--- config.mk ---
export PLATFORM = sky130hd
export DESIGN_NAME = kms_event_sched
export DESIGN_NICKNAME = d
export VERILOG_FILES = /design/src/rtl/kms_pkg.sv /design/src/rtl/kms_fifo.sv /design/src/rtl/kms_event_sched.sv
export SDC_FILE = /design/constraint.sdc
export NUM_CORES = 1
export LEC_CHECK = 0
export CORE_ASPECT_RATIO = 2
export CORE_MARGIN = 2
export CORE_UTILIZATION = 63
export DETAILED_ROUTE_END_ITERATION = 12
export GPL_ROUTABILITY_DRIVEN = 0
export PLACE_DENSITY = 0.85
export SLEW_MARGIN = 20
export SYNTH_ARGS = -nofsm -noshare
export SYNTH_HDL_FRONTEND = slang
export SYNTH_SLANG_ARGS = --single-unit
--- constraint.sdc ---
create_clock -name clk_sys -period 12.5 [get_ports clk_sys]
set_input_delay 2.5 -clock clk_sys [delete_from_list [all_inputs] [get_ports clk_sys]]
set_output_delay 2.5 -clock clk_sys [all_outputs]
set_load 0.01 [all_outputs]
--- src/rtl/kms_pkg.sv ---
// Shared encodings for the keyboard/mouse event scheduler: strobe types and FSM states.
package kms_pkg;

  localparam logic [1:0] KMS_MOUSE_X = 2'd0;
  localparam logic [1:0] KMS_MOUSE_Y = 2'd1;
  localparam logic [1:0] KMS_KEY     = 2'd2;
  localparam logic [1:0] KMS_OSD     = 2'd3;

  typedef enum logic {
    ST_IDLE = 1'b0,
    ST_SHOW = 1'b1
  } kms_state_t;

endpackage

--- src/rtl/kms_fifo.sv ---
// Byte FIFO for queued keycodes; a pop frees the head slot for a push in the same cycle.
module kms_fifo #(
  parameter int unsigned DEPTH = 8,
  parameter int unsigned WIDTH = 8
) (
  input  logic             i_clk,
  input  logic             i_rst,
  input  logic             i_push,
  input  logic [WIDTH-1:0] i_push_data,
  input  logic             i_pop,
  output logic [WIDTH-1:0] o_head,
  output logic             o_empty,
  output logic             o_full
);

  localparam int unsigned AW = $clog2(DEPTH);
  localparam logic [AW:0] L_FULL = (AW+1)'(DEPTH);

  logic [WIDTH-1:0] r_mem [DEPTH];
  logic [AW-1:0]    r_wptr;
  logic [AW-1:0]    r_rptr;
  logic [AW:0]      r_count;
  logic             w_do_push;
  logic             w_do_pop;

  assign o_empty   = (r_count == '0);
  assign o_full    = (r_count == L_FULL);
  assign o_head    = r_mem[r_rptr];
  assign w_do_pop  = i_pop & ~o_empty;
  assign w_do_push = i_push & (~o_full | w_do_pop);

  always_ff @(posedge i_clk or posedge i_rst) begin
    if (i_rst) begin
      r_wptr  <= '0;
      r_rptr  <= '0;
      r_count <= '0;
    end else begin
      if (w_do_push) r_wptr <= r_wptr + 1'b1;
      if (w_do_pop)  r_rptr <= r_rptr + 1'b1;
      case ({w_do_push, w_do_pop})
        2'b10:   r_count <= r_count + 1'b1;
        2'b01:   r_count <= r_count - 1'b1;
        default: r_count <= r_count;
      endcase
    end
  end

  always_ff @(posedge i_clk) begin
    if (w_do_push) r_mem[r_wptr] <= i_push_data;
  end

endmodule

--- src/rtl/kms_event_sched.sv ---
// Keyboard/mouse event scheduler: mouse delta counters plus queued, acknowledged key port.
// Build option KMS_OSD_QUEUE_EN adds the OSD queue and round-robin arbitration.
module kms_event_sched
  import kms_pkg::*;
#(
  parameter int unsigned DEPTH       = 8,
  parameter int unsigned ACK_TIMEOUT = 65535,
  parameter int unsigned MAX_RETRY   = 3
) (
  input  logic       clk_sys,
  input  logic       reset,
  input  logic       kms_strobe,
  input  logic [1:0] kms_type,
  input  logic [7:0] kms_data,
  input  logic       mouse_idx,
  output logic [7:0] mouse0_x,
  output logic [7:0] mouse0_y,
  output logic [7:0] mouse0_w,
  output logic [7:0] mouse1_x,
  output logic [7:0] mouse1_y,
  output logic [7:0] mouse1_w,
  output logic       key_valid,
  output logic [7:0] key_data,
  output logic       key_osd,
  input  logic       key_ack,
  output logic       key_retry,
  output logic       key_lost,
  output logic       kbd_overflow,
  output logic       osd_overflow
);

  localparam logic [31:0] L_TMAX = 32'(ACK_TIMEOUT - 1);
  localparam logic [31:0] L_RMAX = 32'(MAX_RETRY);

  kms_state_t  r_state;
  logic [7:0]  r_m0x, r_m0y, r_m0w, r_m1x, r_m1y, r_m1w;
  logic [1:0]  r_yseen;
  logic        r_key_valid;
  logic [7:0]  r_key_data;
  logic        r_key_osd;
  logic        r_last_osd;
  logic [31:0] r_timer;
  logic [31:0] r_retry_cnt;
  logic        r_retry_p;
  logic        r_lost_p;
  logic        r_kbd_ovf;

  logic        w_push_kbd;
  logic        w_pop_kbd;
  logic [7:0]  w_kbd_head;
  logic        w_kbd_empty;
  logic        w_kbd_full;
  logic        w_pop_osd;
  logic [7:0]  w_osd_head;
  logic        w_osd_empty;
  logic        w_grant_osd;
  logic        w_any;

  assign w_push_kbd = kms_strobe & (kms_type == KMS_KEY);

  kms_fifo #(.DEPTH(DEPTH), .WIDTH(8)) u_kbd_fifo (
    .i_clk       (clk_sys),
    .i_rst       (reset),
    .i_push      (w_push_kbd),
    .i_push_data (kms_data),
    .i_pop       (w_pop_kbd),
    .o_head      (w_kbd_head),
    .o_empty     (w_kbd_empty),
    .o_full      (w_kbd_full)
  );

`ifdef KMS_OSD_QUEUE_EN
  logic w_push_osd;
  logic w_osd_full;
  logic r_osd_ovf;

  assign w_push_osd = kms_strobe & (kms_type == KMS_OSD);

  kms_fifo #(.DEPTH(DEPTH), .WIDTH(8)) u_osd_fifo (
    .i_clk       (clk_sys),
    .i_rst       (reset),
    .i_push      (w_push_osd),
    .i_push_data (kms_data),
    .i_pop       (w_pop_osd),
    .o_head      (w_osd_head),
    .o_empty     (w_osd_empty),
    .o_full      (w_osd_full)
  );

  always_ff @(posedge clk_sys or posedge reset) begin
    if (reset) r_osd_ovf <= 1'b0;
    else       r_osd_ovf <= w_push_osd & w_osd_full & ~w_pop_osd;
  end

  assign osd_overflow = r_osd_ovf;
  assign key_osd      = r_key_osd;
`else
  assign w_osd_head   = '0;
  assign w_osd_empty  = 1'b1;
  assign osd_overflow = 1'b0;
  assign key_osd      = 1'b0;
`endif

  // On a tie the source not granted last wins; a lone non-empty queue always wins.
  assign w_grant_osd = ~w_osd_empty & (w_kbd_empty | ~r_last_osd);
  assign w_any       = ~w_kbd_empty | ~w_osd_empty;
  assign w_pop_kbd   = (r_state == ST_IDLE) & ~w_kbd_empty & ~w_grant_osd;
  assign w_pop_osd   = (r_state == ST_IDLE) & w_grant_osd;

  always_ff @(posedge clk_sys or posedge reset) begin
    if (reset) begin
      r_m0x     <= '0;
      r_m0y     <= '0;
      r_m0w     <= '0;
      r_m1x     <= '0;
      r_m1y     <= '0;
      r_m1w     <= '0;
      r_yseen   <= '0;
      r_kbd_ovf <= 1'b0;
    end else begin
      r_kbd_ovf <= w_push_kbd & w_kbd_full & ~w_pop_kbd;
      if (kms_strobe && kms_type == KMS_MOUSE_X) begin
        if (mouse_idx) r_m1x <= r_m1x + kms_data;
        else           r_m0x <= r_m0x + kms_data;
        r_yseen[mouse_idx] <= 1'b0;
      end else if (kms_strobe && kms_type == KMS_MOUSE_Y) begin
        // First Y-type strobe of a packet is Y, the second is the wheel.
        if (!r_yseen[mouse_idx]) begin
          if (mouse_idx) r_m1y <= r_m1y + kms_data;
          else           r_m0y <= r_m0y + kms_data;
          r_yseen[mouse_idx] <= 1'b1;
        end else begin
          if (mouse_idx) r_m1w <= r_m1w + kms_data;
          else           r_m0w <= r_m0w + kms_data;
          r_yseen[mouse_idx] <= 1'b0;
        end
      end
    end
  end

  always_ff @(posedge clk_sys or posedge reset) begin
    if (reset) begin
      r_state     <= ST_IDLE;
      r_key_valid <= 1'b0;
      r_key_data  <= '0;
      r_key_osd   <= 1'b0;
      r_last_osd  <= 1'b0;
      r_timer     <= '0;
      r_retry_cnt <= '0;
      r_retry_p   <= 1'b0;
      r_lost_p    <= 1'b0;
    end else begin
      r_retry_p <= 1'b0;
      r_lost_p  <= 1'b0;
      case (r_state)
        ST_IDLE: begin
          r_timer     <= '0;
          r_retry_cnt <= '0;
          if (w_any) begin
            r_key_data  <= w_grant_osd ? w_osd_head : w_kbd_head;
            r_key_osd   <= w_grant_osd;
            r_last_osd  <= w_grant_osd;
            r_key_valid <= 1'b1;
            r_state     <= ST_SHOW;
          end
        end
        ST_SHOW: begin
          if (key_ack) begin
            r_key_valid <= 1'b0;
            r_state     <= ST_IDLE;
          end else if (r_timer == L_TMAX) begin
            if (r_retry_cnt < L_RMAX) begin
              r_retry_p   <= 1'b1;
              r_retry_cnt <= r_retry_cnt + 1'b1;
              r_timer     <= '0;
            end else begin
              r_lost_p    <= 1'b1;
              r_key_valid <= 1'b0;
              r_state     <= ST_IDLE;
            end
          end else begin
            r_timer <= r_timer + 1'b1;
          end
        end
        default: r_state <= ST_IDLE;
      endcase
    end
  end

  assign mouse0_x     = r_m0x;
  assign mouse0_y     = r_m0y;
  assign mouse0_w     = r_m0w;
  assign mouse1_x     = r_m1x;
  assign mouse1_y     = r_m1y;
  assign mouse1_w     = r_m1w;
  assign key_valid    = r_key_valid;
  assign key_data     = r_key_data;
  assign key_retry    = r_retry_p;
  assign key_lost     = r_lost_p;
  assign kbd_overflow = r_kbd_ovf;

endmodule
**After elaboration in Yosys (flattened, before gate mapping)**

Memory sizes are Yosys's and may differ from the RTL's. A register that Yosys moved wholly into a read port is not among the register bits.
Index checks and enable logic that the tools add are counted.

- Input bits: 15
- Flip-flop bits (word level): 129
- Memories kept: 1
- Output and inout port bits: 62
- RAM bits: 64

Memories:

| name | depth | bits a word | rd ports | clocked after Yosys merged registers in | write ports | RTL line | text |
|---|---|---|---|---|---|---|---|
| u_kbd_fifo.r_mem | 8 | 8 | 1 | 1 | 1 | kms_fifo.sv:19 | `logic [WIDTH-1:0] r_mem [DEPTH];` |

- Equality and inequality tests: 13
- Multiplexer cells: 35
- Add/sub/neg operators: 12
- Reductions and logical operators: 17
- $lt $le $gt $ge: 3
- Bitwise logic cells: 17

Operators with widths:

| cell | count |
|---|---|
| 32-bit two-way mux | 6 |
| 32-bit case mux with 2 select lines | 2 |
| 32-bit by 1-bit adder with 32-bit output, second input constant | 2 |
| 8-bit adder | 6 |
| 32-bit by 16-bit == test with 1-bit output, second input constant | 1 |
| 32-bit by 2-bit < comparator with 1-bit output, second input constant | 1 |
| 1-bit two-way mux | 20 |
| 4-bit AND reduction | 4 |
| 4-bit case mux with 2 select lines | 1 |
| 2-bit AND reduction | 4 |
| 1-bit NOT | 7 |
| 3-bit by 1-bit adder with 3-bit output, second input constant | 2 |
| 1-bit AND | 6 |
| 2-bit two-way mux | 3 |
| 3-bit by 2-bit != test with 1-bit output, second input constant | 2 |
| 3-bit AND reduction | 2 |
| 4-bit by 1-bit adder with 4-bit output, second input constant | 1 |
| 2-bit by 1-bit == test with 1-bit output, second input constant | 2 |
| 2-bit == test, second input constant | 2 |
| 4-bit == test, second input constant | 1 |
| 4-bit zero test | 1 |
| 2-bit by 1-bit != test with 1-bit output, second input constant | 2 |
| 2-bit != test, second input constant | 2 |
| 1-bit case mux with 2 select lines | 2 |
| 12 further kinds | 15 |

**Longest topological paths before layout**

Gate-level depths: netlist (run 1).

- Word-level depth: 9
- Mapped depth: 10

**Hierarchy**

A second synthesis (run 1) with hierarchy kept.

- Cell total of the unflattened synthesis: 876
- Area, all modules: 10088.4 µm²

By module, submodules not included:

| module | area each (µm²) | sequential area each (µm²) | cells an instance | instances |
|---|---|---|---|---|
| kms_event_sched | 6952.9 | 3178.0 | 711 | 1 |
| kms_fifo | 3135.5 | 2172.1 | 165 | 1 |

**Least setup slack after synthesis (run 1)**

Ideal clock, no wire load.

- Path kind: input port to flip-flop
- Start: input port kms_type[0]
- End: memory u_kbd_fifo.r_mem[0][0], enable pin
- Path buffers: 1
- Setup time: 395 ps
- Cell stages on the path: 4
- Arrival: 3934 ps
- Slack: 8171 ps
- Cell sequence: clkbuf_1 > nand3b_1 > nand2b_1 > nor4_1

- Cells in the longest elaborated chain, start to end: 5

RTL lines:

| item | RTL line | text |
|---|---|---|
| start: declaration | kms_event_sched.sv:13 | `input logic [1:0] kms_type,` |
| 2-bit == test | kms_event_sched.sv:59 | `assign w_push_kbd = kms_strobe & (kms_type == KMS_KEY);` |
| 1-bit AND | kms_event_sched.sv:59 |  |
| 1-bit AND | kms_fifo.sv:30 | `assign w_do_push = i_push & (~o_full \| w_do_pop);` |
| 1-bit two-way mux | kms_fifo.sv:49 | `if (w_do_push) r_mem[r_wptr] <= i_push_data;` |
| 1-bit two-way mux (implied by the code) | kms_fifo.sv:49 |  |
| end: declaration | kms_fifo.sv:19 |  |

No other way between the ends.

**Worst setup path after layout (run 1)**

- Start: input port kms_data[1]
- End: register r_m1x[6], in the netlist mouse1_x[6]

- Cells in the longest elaborated chain, start to end: 1

RTL lines:

| item | RTL line | text |
|---|---|---|
| start: declaration | kms_event_sched.sv:14 | `input logic [7:0] kms_data,` |
| 8-bit adder | kms_event_sched.sv:123 | `if (mouse_idx) r_m1x <= r_m1x + kms_data;` |
| end signal: assignment | kms_event_sched.sv:123 |  |
| end: declaration | kms_event_sched.sv:36 | `logic [7:0] r_m0x, r_m0y, r_m0w, r_m1x, r_m1y, r_m1w;` |

No other way between the ends.
A chain may end at the register's enable or synchronous reset.

==> implementation parameters, run 1 <==
Parameter                              Value

Run status
  Run status    finished clean

CTS
  Clock net sink count    201
  Clock input transition at the sequential cells of the worst setup and hold paths    70 ps
  Clock H-tree levels    1
  CTS tree    yes
  Cts bufs inserted    19
  Clock Tree Buf Depth    3
  Hold buffers post-CTS    0
  Clock insertion delay at the later pin of the skew report    500 ps
  Post CTS Setup Buffer Count    0
  Quantity of gates resized following cts    0
  Clk root buf    sky130_fd_sc_hd__clkbuf_16

GRT
  Number of global-route vias before repair    7268
  Global-route wire length before repair    35800 microns
  Pin count of the biggest net entering global routing    84
  GR met1 Demand/Resource    36.1%
  Overall global routing resource usage    26.2%
  Routing layer with the top usage in global route    met2
  Global-route met3 utilization    2.95%
  Total grt overflow    0
  Number of antenna violations at the first check in global routing    0
  GR met2 Demand/Resource    43.2%

Layout
  Proportion of layout cells with a drive suffix above 1    7.61%
  Number of fillers in the final layout    1033
  Antenna Cells    0
  Non-Filler Instances    1160
  Combined area of the multi-input logic cells    4310 sq um
  Most frequent standard cell in the layout excluding fill and tap cells    sky130_fd_sc_hd__dfrtp_1
  Commonest cells after routing, fill and taps aside    sky130_fd_sc_hd__dfrtp_1, sky130_fd_sc_hd__nand2_1, sky130_fd_sc_hd__clkdlybuf4s50_1
  Net count of the finished layout    1017
  Area growth from synthesis to layout    15.8%
  Sequential cell area    5350 sq um
  Fraction of the core area covered by cells at the end of the flow    73.7%

Flow run
  Max-capacitance violation count    0

Floorplanning
  Chip width    92.8 microns
  Total die area    16800 sq um
  Std-Cell Rows    65
  Initial Util    63.6%
  CORE AREA    15600 sq um
  I/O pin count    77
  Die height    182 microns

Pwr
  Power Internal    0.00163 W
  Overall power    0.00249 W
  Sequential share of power    38.5%
  Clk pwr share    24.4%
  Comb pwr share    37.1%
  Switching power share of the total    34.8%
  Lkg Pwr    4.88 nW
  Net switching power    0.000867 W
  PwrDens    217 nW/um^2
  Worst IR Drop VDD    0.155 mV

Detailed routing
  Routed via count    7192
  Wire length per cell    18.3 microns
  Drt total wl    21200 microns
  Number of detailed-routing iterations run before antenna repair    5
  Detailed-route vias per instance    6.20
  Drt first-iter violations    680
  # DRC    0
  ANT nets after route    0

Setup path
  R2r setup slk    9810 ps
  Critical-path maximum fanout    15
  Crit path DAT    5330 ps
  Worst Path Required    12840 ps
  Crit start category    input port
  Crit path kind    input port to register
  Worst setup EP type    register

Timing
  Relative max-transition margin    41.3%
  Max Clk Rate    200 MHz
  Post-Route Skew    31.8 ps
  Final number of setup-violating endpoints    0
  Setup WS post-layout    7500 ps
  Period utilisation layout    40.0%
  Post-layout min period    5000 ps
  Setup repair after global routing missed its margin    false
  Setup tns final    0 ps
  Slew at the pin with the worst max-slew slack    881 ps
  Hold Vio Cnt, Final    0
  Number of pins with negative max-slew slack in the final report    0

Synthesis
  Post-synthesis cell type with the largest combined area    sky130_fd_sc_hd__dfrtp_1
  Synthesis warning total    0
  Area share of the largest cell type after synthesis    34.5%
  Gate Count Post-Synth    874
  Post-synth cell types    54
  Post-synth EDFFs    64
  Async set-reset flop share out of synthesis    68.2%
  Post-synthesis sequential area ratio    53.9%
  Post-Syn Area    9930 sq um
  Most area-consuming cells after synthesis    sky130_fd_sc_hd__dfrtp_1, sky130_fd_sc_hd__edfxtp_1, sky130_fd_sc_hd__ha_1
  Number of flip-flops and latches in the synthesized netlist    201
  Synthesized area divided by synthesized cell count    11.4 sq um
  Ys flop type    sky130_fd_sc_hd__dfrtp_1

Placement
  Post-placement worst setup slack    7050 ps
  Port Buffer Count    74
  Post-detail-place hpwl    13800 microns
  Placed Instances    1126

Hold path
  Worst min path class    register to register
## power groups by stage
stage | combinational [W] | sequential (W) | clock, W
6_report | 0.000924 | 0.000961 | 0.000609
5_1_grt | 0.00102 | 0.000981 | 0.000646
4_1_cts | 0.000919 | 0.000960 | 0.000620
3_3_place_gp | 0.000857 | 0.000959 | 0
2_1_floorplan | 0.000593 | 0.000938 | 0
3_5_place_dp | 0.000904 | 0.000966 | 0
## flip-flops by register name, indices dropped and copies added, names as in the netlist, 3 cells and up, named ones only
name and flops:
u_kbd_fifo.r_mem 64, r_retry_cnt 32, r_timer 32, key_data 8
mouse0_w 8, mouse0_x 8, mouse0_y 8, mouse1_w 8
mouse1_x 8, mouse1_y 8, u_kbd_fifo.r_count 4, u_kbd_fifo.r_rptr 3
u_kbd_fifo.r_wptr 3
## cell families (layout without fill, tap and decap cells)
family          after synthesis  after routing  share of synthesized area, %
compound gates              199            199                          12.4
fa+ha+maj                    56             56                          7.59
xor+xnor                     31             31                          2.73
mux                          35             35                          5.63
other cells                   1              2                        0.0378
flops                       201            201                          53.9
buf+inv                      62            146                          2.85
simple gates                289            289                          14.8
## worst paths after layout
check                                   endpoint                  start  depth (start not counted)
max                                  mouse1_x[6]            kms_data[1]                          9
min                                  mouse1_y[7]            mouse1_y[7]                          1
max reg2reg                u_kbd_fifo.r_count[3]  u_kbd_fifo.r_count[3]                         11
min reg2reg                          mouse1_y[7]            mouse1_y[7]                          1
max in group asynchronous            mouse1_y[4]                  reset                          3
min in group asynchronous            r_timer[25]                  reset                          2
## routing by layer
layer | share of wire, % | wire, microns
met1 | 41 | 8730
met2 | 50 | 10500
met4 | 3.6 | 755
met3 | 5.5 | 1170
met5 | 0 | 0
## metrics by stage
stage	instance area (sq um)	hold slack, ps
final	11500	470
after global routing	11500	481
after CTS	11500	469
after detailed placement	10800	456
after global placement	10800	461
after floorplan	9930	454
## layout make-up
class	count	share of cell area, %
flip-flops and latches	201	46.5
inverters	30	1.02
clock buffers	28	5.25
multi-input cells	612	37.5
repair buffers	82	6.96
well taps	201	2.19
clock inverters	6	0.577
## cells in the mapped netlist (7+ instances only)
cell / n
sky130_fd_sc_hd__dfrtp_1: 137
sky130_fd_sc_hd__fa_1: 7
sky130_fd_sc_hd__and2_1: 32
sky130_fd_sc_hd__nand4_1: 13
sky130_fd_sc_hd__o21ai_0: 61
sky130_fd_sc_hd__inv_1: 29
sky130_fd_sc_hd__and3_1: 7
sky130_fd_sc_hd__o21ai_1: 32
sky130_fd_sc_hd__ha_1: 49
sky130_fd_sc_hd__a211oi_1: 10
sky130_fd_sc_hd__mux4_2: 16
sky130_fd_sc_hd__nor4_1: 20
sky130_fd_sc_hd__buf_2: 7
sky130_fd_sc_hd__mux2_2: 7
sky130_fd_sc_hd__nor3_1: 27
sky130_fd_sc_hd__nor3b_1: 7
sky130_fd_sc_hd__nand3_1: 21
sky130_fd_sc_hd__nand2_1: 80
sky130_fd_sc_hd__xor2_1: 28
sky130_fd_sc_hd__a21o_1: 8
sky130_fd_sc_hd__edfxtp_1: 64
sky130_fd_sc_hd__o31ai_1: 18
sky130_fd_sc_hd__clkbuf_1: 15
sky130_fd_sc_hd__nor2_1: 56
sky130_fd_sc_hd__a31oi_1: 8
sky130_fd_sc_hd__mux2i_1: 12
sky130_fd_sc_hd__a21oi_1: 29
sky130_fd_sc_hd__nor2b_1: 8
## worst max-delay path, cell delays in order
cell and delay (ps):
sky130_fd_sc_hd__clkdlybuf4s50_1 850, sky130_fd_sc_hd__inv_1 400, sky130_fd_sc_hd__fa_1 560, sky130_fd_sc_hd__nor2b_1 130, sky130_fd_sc_hd__o21ai_0 110, sky130_fd_sc_hd__a21boi_0 270
sky130_fd_sc_hd__o21ai_0 170, sky130_fd_sc_hd__mux2i_1 200, sky130_fd_sc_hd__o311ai_0 140
No activity file was read; power rests on OpenSTA's default activity.
==> run 2, diff against run 1 <==
Settings changed: CORE_UTILIZATION 63 to 53, PLACE_DENSITY 0.85 to 0.76.
Clock period 12.5 ns to 4 ns, I/O delays scaled along.
==> run 2 against run 1 <==
  * Combinational power rose to 3.1 times the previous value
  * Via count fell by 1.3%
  * Hold slack improved by 1.9 ps
  * Count of clock-buffer cells in the layout down 5
  * Sequential share of layout area stayed put
  * Final cell count rose by 2.0%
  * Global-route usage down 3.4 points
  * Design area is the same
  * Die area increased by 18%
  * Clock skew fell by 23 ps
  * Critical path depth is 1 lower
  * Utilization is 11 points lower
==> implementation parameters, run 2 (synthesis results as in run 1) <==
Parameter                              Value

Timing
  Slew at the pin with the worst max-slew slack    906 ps
  Final number of setup-violating endpoints    0
  Hold Vio Cnt, Final    0
  Post-Route Skew    8.58 ps
  Period utilisation layout    78.6%
  Number of pins with negative max-slew slack in the final report    0
  Setup repair after global routing missed its margin    false
  Relative max-transition margin    39.6%
  Setup WS post-layout    854 ps
  Setup tns final    0 ps
  Max Clk Rate    318 MHz
  Post-layout min period    3150 ps

Layout
  Largest regs    u_kbd_fifo.r_mem x64, r_retry_cnt x32, r_timer x32
  Area growth from synthesis to layout    15.8%
  Net count of the finished layout    1026
  Biggest register    u_kbd_fifo.r_mem
  Non-Filler Instances    1183
  Proportion of layout cells with a drive suffix above 1    7.76%
  Most frequent standard cell in the layout excluding fill and tap cells    sky130_fd_sc_hd__dfrtp_1
  Commonest cells after routing, fill and taps aside    sky130_fd_sc_hd__dfrtp_1, sky130_fd_sc_hd__nand2_1, sky130_fd_sc_hd__clkdlybuf4s50_1
  Flip-flop count of the largest register after layout    64
  Antenna Cells    0

GRT
  Overall global routing resource usage    22.7%
  Number of global-route vias before repair    7204
  Number of antenna violations at the first check in global routing    0
  Global-route wire length before repair    35800 microns
  Total grt overflow    0
  Pin count of the biggest net entering global routing    68

Placement
  Post-detail-place hpwl    15200 microns
  Port Buffer Count    74
  Post-placement worst setup slack    369 ps
  Placed Instances    1150

Setup path
  Cell with the largest stage delay on the worst path    sky130_fd_sc_hd__clkdlybuf4s50_1
  Crit path DAT    3550 ps
  Chain of cells forming the critical path    clkdlybuf4s50_1 -> ha_1 -> a211oi_1 -> o21ai_0 -> a2111oi_0 -> nor4_1 -> nor3_1 -> xor2_1
  Top cell family by delay on the critical path    compound AO/OA/AOI/OAI gates
  Instance count on the critical path    8
  Logic depth of the worst register-to-register path    7
  Buf+Inv Stages, Crit Path    1
  Worst Path Required    4410 ps
  Worst reg2reg path startpoint    r_timer[20]
  Launching instance or port of the critical path    kms_data[2]
  Crit path kind    input port to register
  Crit start category    input port
  Critical-path maximum fanout    14
  Slowest stage delay, CP    750 ps
  Worst setup EP type    register
  R2r setup slk    1520 ps

Detailed routing
  # DRC    0
  Detailed-route vias per instance    6.00
  Drt total wl    21800 microns
  Routed via count    7096
  Number of detailed-routing iterations run before antenna repair    5
  Drt first-iter violations    316
  ANT nets after route    0
  Wire length per cell    18.4 microns

CTS
  Clock input transition at the sequential cells of the worst setup and hold paths    70 ps
  Clock Tree Buf Depth    3
  Quantity of gates resized following cts    0
  Post CTS Setup Buffer Count    0
  Clock H-tree levels    1
  Cts bufs inserted    19
  CTS tree    yes
  Clk root buf    sky130_fd_sc_hd__clkbuf_16
  Clock insertion delay at the later pin of the skew report    480 ps
  Hold buffers post-CTS    0
  Clock net sink count    201

Pwr
  PwrDens    657 nW/um^2
  Lkg Pwr    4.88 nW
  Worst IR Drop VDD    0.502 mV

Floorplanning
  Initial Util    54.2%
  Total die area    19900 sq um
  Die height    198 microns
  CORE AREA    18300 sq um
  Chip width    101 microns
  I/O pin count    77
  Std-Cell Rows    70

Hold path
  Cells on Worst Hold Path    1
  Worst hold start    mouse1_w[7]
  Worst min path class    register to register

Flow run
  Max-capacitance violation count    0

Run status
  Run status    finished clean
run 2: changes by cell type in the layout (fill, tap and decap cells not counted):
cell                         before  now
sky130_fd_sc_hd__buf_4            8   15
sky130_fd_sc_hd__clkbuf_16       23   19
sky130_fd_sc_hd__clkinv_1         1    5
sky130_fd_sc_hd__buf_12           0    2
sky130_fd_sc_hd__clkinvlp_4       0    2
sky130_fd_sc_hd__nor3_1          25   27
sky130_fd_sc_hd__nor3_2           2    0
sky130_fd_sc_hd__clkbuf_8         1    0
sky130_fd_sc_hd__clkinv_4         2    1
sky130_fd_sc_hd__inv_6            2    1
run 2: metal layers:
layer | part of all wire [%] | global-route usage (%) | vias up
li1 | - | - | 3362
met1 | 37 | 25.8 | 3488
met2 | 53 | 40.9 | 182
met3 | 4.8 | 3.29 | 64
met4 | 5.1 | 11.1 | 0
met5 | 0 | 0 | -
run 2: cell type report:
type | count | area, sq um
sequential | 201 | 5350
fill | 1416 | 6800
tap | 216 | 270
clock inverter | 10 | 80.1
timing repair buffer | 91 | 893
inverter | 30 | 116
multi-input combinational | 612 | 4300
clock buffer | 23 | 490
run 2: through the flow:
| stage | utilization, % | instance area [sq um] | total power, W | hold slack [ps] |
|---|---|---|---|---|
| 2_1_floorplan | - | 9940 | 0.00479 | 454 |
| 5_1_grt | 62.8 | 11500 | 0.00806 | 487 |
| 6_report | 62.8 | 11500 | 0.00755 | 472 |
| 4_1_cts | 62.8 | 11500 | 0.00763 | 478 |
| 3_5_place_dp | 59.7 | 10900 | 0.00587 | 459 |
| 3_3_place_gp | 59.7 | 10900 | 0.00579 | 457 |
run 2: worst paths after layout:
check                                       end
max                                 mouse1_y[7]
min                                 mouse1_w[7]
max reg2reg                          r_timer[2]
min reg2reg                         mouse1_w[7]
max in group asynchronous  u_kbd_fifo.r_rptr[0]
min in group asynchronous       r_retry_cnt[22]
run 2: where the power goes:
group	switching, W	internal (W)
logic	0.00140	0.00145
registers	0.000494	0.00251
clock network	0.000764	0.000943
total	0.00265	0.00490
run 2: worst reg2reg max path, stage by stage (launching register included):
cell	delay, ps
sky130_fd_sc_hd__dfrtp_1	480
sky130_fd_sc_hd__nor4_1	450
sky130_fd_sc_hd__nand4_1	270
sky130_fd_sc_hd__o31ai_4	400
sky130_fd_sc_hd__buf_4	380
sky130_fd_sc_hd__nor2_1	100
sky130_fd_sc_hd__o21ai_1	150
sky130_fd_sc_hd__o21ai_0	110
